===== config.mk =====
export PLATFORM = sky130hd
export DESIGN_NAME = ledger_reader
export DESIGN_NICKNAME = d
export VERILOG_FILES = /design/src/rtl/ledger_pkg.sv /design/src/rtl/ledger_out_reg.sv /design/src/rtl/ledger_reader.sv
export SDC_FILE = /design/constraint.sdc
export NUM_CORES = 1
export LEC_CHECK = 0
export ABC_CLOCK_PERIOD_IN_PS = 3000
export CAP_MARGIN = 20
export CORE_UTILIZATION = 42
export CTS_CLUSTER_DIAMETER = 100
export CTS_CLUSTER_SIZE = 14
export DETAILED_ROUTE_END_ITERATION = 12
export PLACE_DENSITY = 0.77
export SYNTH_ARGS = -nofsm -noshare
export SYNTH_HDL_FRONTEND = slang
export SYNTH_SLANG_ARGS = --single-unit

===== constraint.sdc =====
create_clock -name clk -period 3 [get_ports clk]
set_input_delay 0.3 -clock clk [delete_from_list [all_inputs] [get_ports clk]]
set_output_delay 0.3 -clock clk [all_outputs]
set_load 0.02 [all_outputs]

===== src/rtl/ledger_pkg.sv =====
`default_nettype none
// ============================================================================
// ledger_pkg: shared ledger geometry, output tags, reader FSM states.
// Rev 1.0
// ============================================================================
package ledger_pkg;

  localparam int MEM_WIDTH = 72;
  localparam int MEM_DEPTH = 16384;
  localparam int ID_W      = 48;
  localparam int BAL_W     = 24;
  localparam int WORD_W    = 128;

  localparam logic [7:0] TAG_DUMP_REC    = 8'hA1;
  localparam logic [7:0] TAG_DUMP_END    = 8'hAF;
  localparam logic [7:0] TAG_LOOKUP_HIT  = 8'hA2;
  localparam logic [7:0] TAG_LOOKUP_MISS = 8'hAE;

  typedef enum logic [2:0] {
    IDLE    = 3'd0,
    RD_REQ  = 3'd1,
    RD_WAIT = 3'd2,
    EMIT    = 3'd3,
    DONE    = 3'd4
  } state_t;

  // Result word: tag | index | 32 reserved zero bits | ledger entry
  function automatic logic [WORD_W-1:0] pack_word(input logic [7:0]            tag,
                                                  input logic [15:0]           index,
                                                  input logic [ID_W+BAL_W-1:0] entry);
    return {tag, index, 32'h0, entry};
  endfunction

endpackage
`default_nettype wire


===== src/rtl/ledger_out_reg.sv =====
`default_nettype none
// ============================================================================
// ledger_out_reg: single-entry valid/ready output register.
// Rev 1.0
// ============================================================================
module ledger_out_reg #(
  parameter int W = ledger_pkg::WORD_W
) (
  input  logic         clk,
  input  logic         rst,
  input  logic         push,
  input  logic [W-1:0] push_data,
  input  logic         ready_i,
  output logic [W-1:0] data_o,
  output logic         valid_o
);

  // A push may coincide with the drain of the current word; the push wins.
  always_ff @(posedge clk) begin
    if (!rst) begin
      data_o  <= '0;
      valid_o <= 1'b0;
    end else if (push) begin
      data_o  <= push_data;
      valid_o <= 1'b1;
    end else if (valid_o && ready_i) begin
      valid_o <= 1'b0;
    end
  end

endmodule
`default_nettype wire


===== src/rtl/ledger_reader.sv =====
`default_nettype none
// ============================================================================
// ledger_reader: dumps the ledger or looks up one id over an arbitrated port.
// Rev 1.0
// ============================================================================
module ledger_reader #(
  parameter  int MEM_WIDTH = ledger_pkg::MEM_WIDTH,
  parameter  int MEM_DEPTH = ledger_pkg::MEM_DEPTH,
  localparam int AW        = $clog2(MEM_DEPTH)
) (
  input  logic                        clk,
  input  logic                        rst,
  input  logic                        cmd_valid,
  output logic                        cmd_ready,
  input  logic                        cmd_op,
  input  logic [ledger_pkg::ID_W-1:0] cmd_id,
  input  logic [AW:0]                 entry_count,
  output logic                        mem_rd_req,
  input  logic                        mem_rd_gnt,
  output logic [AW-1:0]               mem_rd_addr,
  input  logic [MEM_WIDTH-1:0]        mem_rd_data,
  output logic [ledger_pkg::WORD_W-1:0] data_o,
  output logic                        valid_o,
  input  logic                        ready_i
);
  import ledger_pkg::*;

  localparam logic [AW:0] DEPTH_N = (AW+1)'(MEM_DEPTH);

  state_t            state;
  logic              op_q;
  logic [ID_W-1:0]   id_q;
  logic [AW:0]       n_q;
  logic [AW:0]       idx;
  logic [AW:0]       idx_inc;
  logic [AW:0]       n_in;
  logic              hit;
  logic              push;
  logic [WORD_W-1:0] push_data;

  assign n_in    = (entry_count > DEPTH_N) ? DEPTH_N : entry_count;
  assign idx_inc = idx + 1'b1;
  assign hit     = (mem_rd_data[MEM_WIDTH-1 -: ID_W] == id_q);

  assign mem_rd_req  = (state == RD_REQ);
  assign mem_rd_addr = mem_rd_req ? idx[AW-1:0] : '0;

  function automatic logic [WORD_W-1:0] term_word(input logic            op,
                                                  input logic [AW:0]     n,
                                                  input logic [ID_W-1:0] id);
    return op ? pack_word(TAG_LOOKUP_MISS, 16'(n), {id, {BAL_W{1'b0}}})
              : pack_word(TAG_DUMP_END, 16'(n), '0);
  endfunction

  // Words are pushed on the same edge as the matching FSM transition so the
  // record appears three cycles after the command is accepted.
  always_comb begin
    push      = 1'b0;
    push_data = '0;
    case (state)
      IDLE: begin
        if (cmd_valid && cmd_ready && (n_in == '0)) begin
          push      = 1'b1;
          push_data = term_word(cmd_op, '0, cmd_id);
        end
      end
      RD_WAIT: begin
        if (!op_q || hit) begin
          push      = 1'b1;
          push_data = pack_word(op_q ? TAG_LOOKUP_HIT : TAG_DUMP_REC, 16'(idx), mem_rd_data);
        end else if (idx_inc == n_q) begin
          push      = 1'b1;
          push_data = term_word(op_q, n_q, id_q);
        end
      end
      EMIT: begin
        if (ready_i && !op_q && (idx_inc == n_q)) begin
          push      = 1'b1;
          push_data = term_word(op_q, n_q, id_q);
        end
      end
      default: ;
    endcase
  end

  always_ff @(posedge clk) begin
    if (!rst) begin
      state     <= IDLE;
      cmd_ready <= 1'b0;
      op_q      <= 1'b0;
      id_q      <= '0;
      n_q       <= '0;
      idx       <= '0;
    end else begin
      case (state)
        IDLE: begin
          if (cmd_valid && cmd_ready) begin
            op_q      <= cmd_op;
            id_q      <= cmd_id;
            n_q       <= n_in;
            idx       <= '0;
            cmd_ready <= 1'b0;
            state     <= (n_in == '0) ? DONE : RD_REQ;
          end else begin
            cmd_ready <= 1'b1;
          end
        end
        RD_REQ: begin
          if (mem_rd_gnt) state <= RD_WAIT;
        end
        RD_WAIT: begin
          if (!op_q || hit) begin
            state <= EMIT;
          end else begin
            idx   <= idx_inc;
            state <= (idx_inc == n_q) ? DONE : RD_REQ;
          end
        end
        EMIT: begin
          if (ready_i) begin
            if (op_q) begin
              state     <= IDLE;
              cmd_ready <= 1'b1;
            end else begin
              idx   <= idx_inc;
              state <= (idx_inc == n_q) ? DONE : RD_REQ;
            end
          end
        end
        DONE: begin
          if (valid_o && ready_i) begin
            state     <= IDLE;
            cmd_ready <= 1'b1;
          end
        end
        default: state <= IDLE;
      endcase
    end
  end

  ledger_out_reg #(.W(WORD_W)) u_out (
    .clk       (clk),
    .rst       (rst),
    .push      (push),
    .push_data (push_data),
    .ready_i   (ready_i),
    .data_o    (data_o),
    .valid_o   (valid_o)
  );

endmodule
`default_nettype wire


# Yosys cells after proc, flatten, opt, wreduce, memory -nomap -nowiden
# Cells that the tools add are included.
dict set report word_totals {
  word_cells 75
  out_inout_bits 145
  register_bits 212
  inputBits 141
}
dict set report op_classes {
  addsub 1
  mux 36
  reduce_logical 16
  eq_ne 13
  n_lt_le_gt_ge 1
}
# op n
set ops {}
lappend ops {{128-bit two-way mux} 4}
lappend ops {{128-bit case mux with 3 select lines} 1}
lappend ops {{121-bit two-way mux} 2}
lappend ops {{15-bit two-way mux} 5}
lappend ops {{48-bit == test} 1}
lappend ops {{15-bit case mux with 3 select lines} 1}
lappend ops {{3-bit two-way mux} 8}
lappend ops {{15-bit by 1-bit adder with 15-bit output, second input constant} 1}
lappend ops {{15-bit == test} 1}
lappend ops {{15-bit > comparator, second input constant} 1}
lappend ops {{15-bit zero test} 1}
lappend ops {{3-bit case mux with 5 select lines} 1}
lappend ops {{14-bit two-way mux} 1}
lappend ops {{2-bit != test, second input constant} 6}
lappend ops {{1-bit two-way mux} 10}
lappend ops {{4-bit AND reduction} 2}
lappend ops {{3-bit by 2-bit == test with 1-bit output, second input constant} 2}
lappend ops {{1-bit case mux with 3 select lines} 2}
lappend ops {{3-bit nonzero test} 2}
lappend ops {{1-bit logical AND} 5}
lappend ops {{5-bit AND reduction} 1}
lappend ops {{3-bit by 1-bit == test with 1-bit output, second input constant} 1}
lappend ops {{3-bit == test, second input constant} 1}
lappend ops {{3-bit zero test} 1}
lappend ops {{6 further kinds} 6}

# Logic depth before layout (Yosys ltp)
# Gate-level depths: netlist (run 1).
dict set report depth {
  ltp_word 7
  mapped_depth 14
  ltp_nobuf 9
}

# Cells and area by module
# From an unflattened synthesis (run 1), not the netlist that was laid out.
dict set report unflattened {
  hier_cells 1149
  hier_area_um2 10672.7
}
# module instances area_each_um2 seq_area_each_um2 cells_each
set by_module_without_submodules {}
lappend by_module_without_submodules {ledger_reader 1 5679.2 1661.6 733}
lappend by_module_without_submodules {ledger_out_reg 1 4993.5 2582.5 416}

# Least setup slack after synthesis (run 1)
# OpenSTA, ideal clock, no wires.
dict set report synth_timing {
  kind {register -> register}
  start {register idx[1]}
  end {register u_out.data_o[52]}
  path_slack_ps 149
  setup_ps 122
  arrival_ps 2729
  path_stages_with_launch 15
  required_time_ps 2878
  synth_period_minus_slack_ps 2851
  path_buffers 5
  path_cell_list {dfxtp_1 ha_1 buf_2 nand4_2 or3_1 clkbuf_1 mux2i_1 mux2i_1 and4b_1 a21o_1 buf_4 nor2_2 buf_6 buf_6 a221o_1}
}
dict set report synth_via {
  elab_chain_cells 5
  word_cells_on_any_way 11
  classes_between {add/sub: 1; eq/ne: 1; mux: 8; reduce/logical: 1}
}
# element line_no
set synth_lines {}
lappend synth_lines {{start, declared} ledger_reader.sv:34} ;# logic [AW:0] idx;
lappend synth_lines {{start signal, assigned} ledger_reader.sv:115} ;# idx <= idx_inc;
lappend synth_lines {{start signal, assigned} ledger_reader.sv:125} ;# idx <= idx_inc;
lappend synth_lines {{15-bit by 1-bit adder with 15-bit output (*)} ledger_reader.sv:42} ;# assign idx_inc = idx + 1'b1;
lappend synth_lines {{15-bit == test (*)} {ledger_reader.sv:71, ledger_reader.sv:77}}
lappend synth_lines {{128-bit two-way mux (tied with other cells)} ledger_reader.sv:71} ;# end else if (idx_inc == n_q) begin
lappend synth_lines {{128-bit two-way mux (tied with other cells)} ledger_reader.sv:68} ;# if (!op_q || hit) begin
lappend synth_lines {{128-bit case mux with 3 select lines or 1-bit case mux with 3 select lines (tied branches)} ledger_reader.sv:60} ;# case (state)
lappend synth_lines {{end signal, assigned} ledger_out_reg.sv:24} ;# data_o <= push_data;
lappend synth_lines {{end, declared} ledger_out_reg.sv:14} ;# output logic [W-1:0] data_o,
# Mark *: on every way between the ends. The rest lies on a longest branch, timed or not.
# A chain may end at the register's enable or synchronous reset.

# Worst setup path in the final report (run 1)
dict set report layout_timing {
  start {register idx[2]}
  end {register u_out.data_o[49]}
}
# Same word-level chain as after synthesis.

==> impl_metrics.env, run 1 <==
export IMPL_outcome="complete, no violations"
export IMPL_cp_startpoint="idx[2]"
export IMPL_ys_flop_type="dfxtp_1"
export IMPL_p_seq_share_pct=35.4
export IMPL_critical_path_max_stage_delay_ps=530
export IMPL_p_leak_nw=4.31
export IMPL_internal_power_mw=5.55
export IMPL_core_rowCount=51
export IMPL_grt_use_met3_pct=6.13
export IMPL_io_buffers=250
export IMPL_clkPwrFrac_pct=25.5
export IMPL_cellPowerDensity_nw_per_um2=730
export IMPL_core_um2=19700
export IMPL_drv_cap=0
export IMPL_ant_nets=0
export IMPL_path_cells="nand3_4, buf_4, buf_4, or4_1, o21ai_1, nor3_1, a211oi_2, a21o_1, nor2_4, buf_12, a221o_1"
export IMPL_antennaDiodeCount=0
export IMPL_initial_core_util_pct=43.3
export IMPL_fin_ws_ps=65.7
export IMPL_whs_ps=440
export IMPL_hold_violations=0
export IMPL_numClockSinks=175
export IMPL_fin_nets=1390
export IMPL_drc_errors=0
export IMPL_worst_slew_pin_slew_ps=893
export IMPL_min_period_ps=2930
export IMPL_endpoint="u_out.data_o[49]"
export IMPL_path_clk_slew_ps=70
export IMPL_power_mw=8.84
export IMPL_p_comb_share_pct=39.1
export IMPL_num_io_pins=286
export IMPL_r2r_slack_ps=70
export IMPL_cts_root_buffer_cell="clkbuf_16"
export IMPL_skew_ps=17.4
export IMPL_cts_buffers=17
export IMPL_synth_edff_count=0
export IMPL_dr_pass1_iters=5
export IMPL_drtIter0Drc=675
export IMPL_vias=8533
export IMPL_crit_path_top_delay_cell="or4_1"
export IMPL_avgRoutedWirePerCell_um=18.2
export IMPL_vdd_ir_drop_max_mv=0.499
export IMPL_hold_class="in -> reg"
export IMPL_p_sw_mw=3.29
export IMPL_dpl_hpwl_mm=19.7
export IMPL_layout_drive_gt1_share_pct=9.99
export IMPL_cts_max_path_buffers=2
export IMPL_cts_tree="done"
export IMPL_worst_setup_path_end_kind="flop"
export IMPL_dp_cells=1493
export IMPL_yosys_area_top_type="dfxtp_1"
export IMPL_grt_most_used_layer="met2"
export IMPL_clock_latency_ps=430
export IMPL_synthCells=1004
export IMPL_ys_seq_area_share_pct=41.1
export IMPL_synth_area_leaders="dfxtp_1 41%, a22oi_1 7.8%, xnor2_1 6.7%, a221o_1 5.6%, nor2_1 5.3%"
export IMPL_syn_area_per_cell_um2=8.48
export IMPL_met2_usage_pct=42.7
export IMPL_drt_total_wl_mm=27.8
export IMPL_crit_arrival_ps=3240
export IMPL_syn_area_um2=8520
export IMPL_post_place_ws_ps=-292
export IMPL_grt_pass1_wl_mm=41.8
export IMPL_yosysWarnings=0
export IMPL_drv_slew=0
export IMPL_fp_dieH_um=144
export IMPL_synth_distinct_cells=62
export IMPL_place_congestion=0.951
export IMPL_setup_violations_final=0
export IMPL_critPathRequiredTime_ps=3310
export IMPL_crit_type="reg -> reg"
export IMPL_dieArea_um2=20900
export IMPL_rr_endpoint="u_out.data_o[49]"
export IMPL_htree_levels=4
export IMPL_grt_start_max_net_pins=151
export IMPL_vias_per_cell=5.59
export IMPL_dieWidth_um=144
export IMPL_period_share_pct=97.8
export IMPL_track_usage_pct=26.1
export IMPL_r2r_cells=11
export IMPL_relSlewSlack_pct=40.4
export IMPL_path_max_fanout=37
export IMPL_switching_share_pct=37.2
export IMPL_crit_top_cell="buf_4"
export IMPL_final_cells=1526
export IMPL_synth_top_area_share_pct=41.1
export IMPL_grt_pass1_vias=7938
export IMPL_r2r_start="idx[2]"
export IMPL_rsz0062_at_grt="yes"
export IMPL_area_growth_syn_to_layout_pct=42.1
export IMPL_timing_fmax_ghz=0.341
export IMPL_ys_ff_latch=175
export IMPL_cp_start_kind="flop"
export IMPL_grt_ovfl_total=0
export IMPL_async_flop_share_pct=0
export IMPL_met1_usage_pct=32.2
export IMPL_antenna_found_initial=0
power groups by stage:
stage          clock (mW)  sequential (mW)  combinational, mW
6_report             2.26             3.13               3.45
5_1_grt              2.40             3.18               3.70
4_1_cts              2.30             3.13               3.43
3_5_place_dp            0             3.17               3.42
3_3_place_gp            0             3.16               3.35
2_1_floorplan           0             3.52               1.54
cells in the mapped netlist (8+ instances only):
master and number:
nand2b_1 8, a21oi_1 68, buf_2 10, nand3_1 11, and2_1 16, nand2_1 118
a22oi_1 88, nor2_1 120, clkbuf_1 63, nand4_1 16, buf_4 41, nor4_1 9
o21ai_0 30, a221o_1 48, xnor2_1 65, dfxtp_1 175, a221oi_1 15
flip-flops by register name (all words and copies together), names as in the netlist:
name and cells:
cmd_ready 1, id_q 48, idx 15, n_q 15
op_q 1, state 3, u_out.data_o 91, u_out.valid_o 1
through the flow:
step,TNS (ps),instance area (um^2),util [%]
2_1_floorplan,0,8640,-
3_3_place_gp,-19590,11400,58.1
3_5_place_dp,-18120,11400,58.2
4_1_cts,-6.44,12100,61.3
5_1_grt,-16.5,12100,61.6
6_report,0,12100,61.6
cell families after synthesis:
kind of cell	share of synthesized area, %
flops	41.1
simple gates	19.5
compound gates	23.7
mux	0.705
fa+ha+maj	0.147
buf+inv	7.95
other cells	0.0440
xor+xnor	6.79
cell usage in the layout, fill, tap and decap left out, types with 8 or more instances in the layout:
cell             instances
nor2_1                 119
conb_1                  35
a221oi_1                15
dfxtp_1                173
nand3_1                 11
a21oi_1                 67
clkdlybuf4s50_1        250
clkbuf_16               17
buf_4                   54
buf_12                   9
nand2b_1                 8
nor4_1                   8
o21ai_0                 30
nand4_1                 16
xnor2_1                 63
nand2_1                118
and2_1                  15
a22oi_1                 88
a221o_1                 48
critical path: cells and delay by family, from the launching register on:
kind            cells  cell delay [ps]
compound gates      4              950
buf+inv             3              480
flops               1              460
simple gates        4              890
final cells by class:
type                    instances  area (um^2)
clock inverters                15          188
fillers                      1699         7550
flip-flops and latches        175         3510
inverters                       6         25.0
multi-input cells             735         4540
clock buffers                  17          425
repair buffers                313         3090
well taps                     265          332
metal layers:
layer,part of all wire [%],wire length [um],vias to the layer above
met5,0,0,-
met4,3.0,823,0
met3,8.7,2420,57
met2,48,13300,414
met1,40,11200,4020
li1,-,-,4042
worst min path at each step:
stage                           start                end  slack (ps)  depth (start not counted)
global placement    u_out.data_o[123]  u_out.data_o[123]         470                          2
floorplan                   cmd_id[0]            id_q[0]         440                          2
finish                     cmd_id[38]           id_q[38]         440                          3
detailed placement   u_out.data_o[68]   u_out.data_o[68]         470                          1
global route               cmd_id[15]           id_q[15]         450                          3
CTS                        cmd_id[38]           id_q[38]         420                          3
what timing repair did:
action	in CTS	in global routing
pin swaps	0	6
gates resized for setup	0	10
hold buffers	0	0
cloned	0	0
setup buffers	0	1
endpoints found under the setup margin	1	79
No activity file was read; power rests on OpenSTA's default activity.
==> run 2: changes to the inputs <==
--- a/config.mk
+++ b/config.mk
@@ -9,3 +9,3 @@
 export CAP_MARGIN = 20
-export CORE_UTILIZATION = 42
+export CORE_UTILIZATION = 45
 export CTS_CLUSTER_DIAMETER = 100
@@ -13,5 +13,6 @@
 export DETAILED_ROUTE_END_ITERATION = 12
-export PLACE_DENSITY = 0.77
+export PLACE_DENSITY = 0.78
 export SYNTH_ARGS = -nofsm -noshare
 export SYNTH_HDL_FRONTEND = slang
+export SYNTH_HIERARCHICAL = 1
 export SYNTH_SLANG_ARGS = --single-unit
--- a/constraint.sdc
+++ b/constraint.sdc
@@ -3,2 +3,2 @@
 set_output_delay 0.3 -clock clk [all_outputs]
-set_load 0.02 [all_outputs]
+set_load 0.05 [all_outputs]
==> run 2 against run 1 <==
Compared with the run above: die area increased by 17%; sequential share of layout area is 0.26 points lower; via count increased by 11%; clock skew up 3.6 ps; utilization is 3.1 points higher; sequential cell count grew 37; sequential power down 6%; worst setup slack gained 100 ps; highest routed layer unchanged.
==> impl_metrics.env, run 2 <==
export IMPL_core_um2=22900
export IMPL_path_max_fanout=22
export IMPL_synth_top_family_by_area="simple AND/OR/NAND/NOR gates"
export IMPL_ys_seq_area_share_pct=39.8
export IMPL_ys_flop_type="dfxtp_1"
export IMPL_yosysMostFrequentCell="dfxtp_1"
export IMPL_crit_type="reg -> reg"
export IMPL_yosys_area_top_type="dfxtp_1"
export IMPL_p_leak_nw=5.43
export IMPL_vias_per_cell=5.32
export IMPL_cellPowerDensity_nw_per_um2=409
export IMPL_dpl_hpwl_mm=22.4
export IMPL_synth_top_area_share_pct=39.8
export IMPL_worst_slew_pin_slew_ps=717
export IMPL_place_area_um2=14200
export IMPL_dieWidth_um=156
export IMPL_crit_arrival_ps=3250
export IMPL_drv_cap=0
export IMPL_place_congestion=0.890
export IMPL_min_period_ps=2830
export IMPL_regMostFlops="u_out/data_o"
export IMPL_final_area_um2=14800
export IMPL_critPathRequiredTime_ps=3420
export IMPL_outcome="complete, no violations"
export IMPL_synth_distinct_cells=58
export IMPL_fillCellCount=1893
export IMPL_antenna_found_initial=1
export IMPL_dp_cells=1759
export IMPL_hold_class="in -> reg"
export IMPL_setup_violations_final=0
export IMPL_hold_violations=0
export IMPL_synth_xor_area_share_pct=5.50
export IMPL_reg_top3="u_out/data_o: 128 flops, id_q: 48 flops"
export IMPL_cts_tree="done"
export IMPL_syn_area_um2=10700
export IMPL_fp_dieH_um=156
export IMPL_muxShareOfSynthArea_pct=12.5
export IMPL_layout_drive_gt1_share_pct=9.85
export IMPL_dr_pass1_iters=4
export IMPL_drc_errors=0
export IMPL_io_buffers=285
export IMPL_synthCells=1149
export IMPL_period_share_pct=94.4
export IMPL_skew_ps=21.0
export IMPL_final_cell_mix="269 x clkdlybuf4s50_1, 206 x dfxtp_1, 130 x nor2b_1, 130 x mux2i_1, 123 x nand2_1"
export IMPL_path_clk_slew_ps=70
export IMPL_cts_root_buffer_cell="clkbuf_16"
export IMPL_grt_pass1_vias=8954
export IMPL_cts_max_path_buffers=3
export IMPL_drv_slew=0
export IMPL_relSlewSlack_pct=52.2
export IMPL_synth_area_leaders="dfxtp_1 40%, mux2i_1 12%, nor2b_1 7.6%, a22o_1 5.2%, xnor2_1 4.8%"
export IMPL_cts_buffers=19
export IMPL_timing_fmax_ghz=0.353
export IMPL_clock_latency_ps=500
export IMPL_track_usage_pct=25.0
export IMPL_avgRoutedWirePerCell_um=17.8
export IMPL_area_growth_syn_to_layout_pct=38.9
export IMPL_fin_ws_ps=168
export IMPL_grt_ovfl_total=0
export IMPL_dieArea_um2=24300
export IMPL_num_io_pins=286
export IMPL_worst_setup_path_end_kind="flop"
export IMPL_synth_simple_area_share_pct=19.8
export IMPL_post_place_ws_ps=-120
export IMPL_synth_adder_area_share_pct=0.117
export IMPL_synth_compound_area_share_pct=16.4
export IMPL_async_flop_share_pct=0
export IMPL_synth_edff_count=0
export IMPL_final_cells=1787
export IMPL_ys_ff_latch=212
export IMPL_numClockSinks=212
export IMPL_grt_pass1_wl_mm=48.5
export IMPL_drtIter0Drc=580
export IMPL_grt_start_max_net_pins=79
export IMPL_drt_total_wl_mm=31.8
export IMPL_vias=9506
export IMPL_utilization_pct=64.7
export IMPL_htree_levels=1
export IMPL_vdd_ir_drop_max_mv=0.244
export IMPL_ant_nets=0
export IMPL_synth_commonest_cells="212 x dfxtp_1, 131 x mux2i_1, 130 x nor2b_1"
export IMPL_largest_reg_flops=128
export IMPL_cp_start_kind="flop"
export IMPL_layout_commonest_cell="clkdlybuf4s50_1"
export IMPL_core_rowCount=55
export IMPL_syn_area_per_cell_um2=9.29
export IMPL_initial_core_util_pct=46.6
export IMPL_yosysWarnings=6
export IMPL_fin_nets=1614
==> run 2: kinds of logic after synthesis <==
family,Yosys count
adder cells (fa/ha/maj),1
AND/OR/NAND/NOR,392
flip-flops,212
multiplexers,133
buffers and inverters,98
AO/OA/AOI/OAI,245
other,1
XOR/XNOR,67
==> run 2: per-stage QoR <==
| stage | TNS (ps) | hold slack [ps] | power, mW |
|---|---|---|---|
| 2_1_floorplan | 0 | 403 | 3.50 |
| 3_3_place_gp | -7320 | 468 | 3.89 |
| 3_5_place_dp | -8850 | 475 | 3.90 |
| 4_1_cts | 0 | 290 | 6.10 |
| 5_1_grt | -79.0 | 305 | 6.29 |
| 6_report | 0 | 303 | 6.06 |
==> run 2: repair_timing <==
item                       in CTS  in global routing
buffers inserted                1                  2
cloned                          0                  2
resized for setup               1                 21
setup endpoints to repair      73                129
hold buffers                    0                  0
pin swaps                       1                  2
==> run 2: final timing paths <==
kind / from / to / slack, ps / cells past startpoint
setup / recovery: idx[0] / u_out/data_o[56] / 170 / 12
setup reg to reg: idx[0] / u_out/data_o[56] / 170 / 12
hold / removal: rst / idx[13] / 300 / 4
hold reg to reg: id_q[4] / id_q[4] / 480 / 2
==> run 2: per-layer routing <==
metal,wire [um],vias to the layer above,track usage (%)
li1,-,4607,-
met1,13300,4479,31.7
met2,15300,362,42.2
met3,2160,58,5.03
met4,1040,0,8.59
met5,0,-,0
==> run 2: final cells by class <==
type                       instances  area (um^2)  area share [%]
multi-input combinational        873         6010            40.5
sequential                       212         4250            28.7
tap                              313          392            2.64
clock buffer                      19          475            3.21
timing repair buffer             363         3650            24.6
inverter                           3         11.3          0.0760
antenna                            2         5.00          0.0338
clock inverter                     2         25.0           0.169
==> run 2: report_power, final <==
group          internal, mW  total, mW  switching, mW
sequential             2.88       2.95         0.0636
combinational         0.448      0.911          0.462
clock                  1.14       2.20           1.06
==> run 2: critical path, cell delays in order, from the launching register on <==
cell and delay (ps):
dfxtp_2 360, ha_4 140, and4_4 280, nand4_4 140, nor4b_4 250, o31ai_2 120
a2111oi_4 430, buf_4 190, and4_2 310, buf_12 190, a21o_1 170, mux2i_1 80
nor2b_1 100
==> run 3: changes to the inputs <==
HOLD_SLACK_MARGIN = 0.1   (was default)
==> results of run 3 <==
Final layout, timing and power as in run 2 (identical DEF).
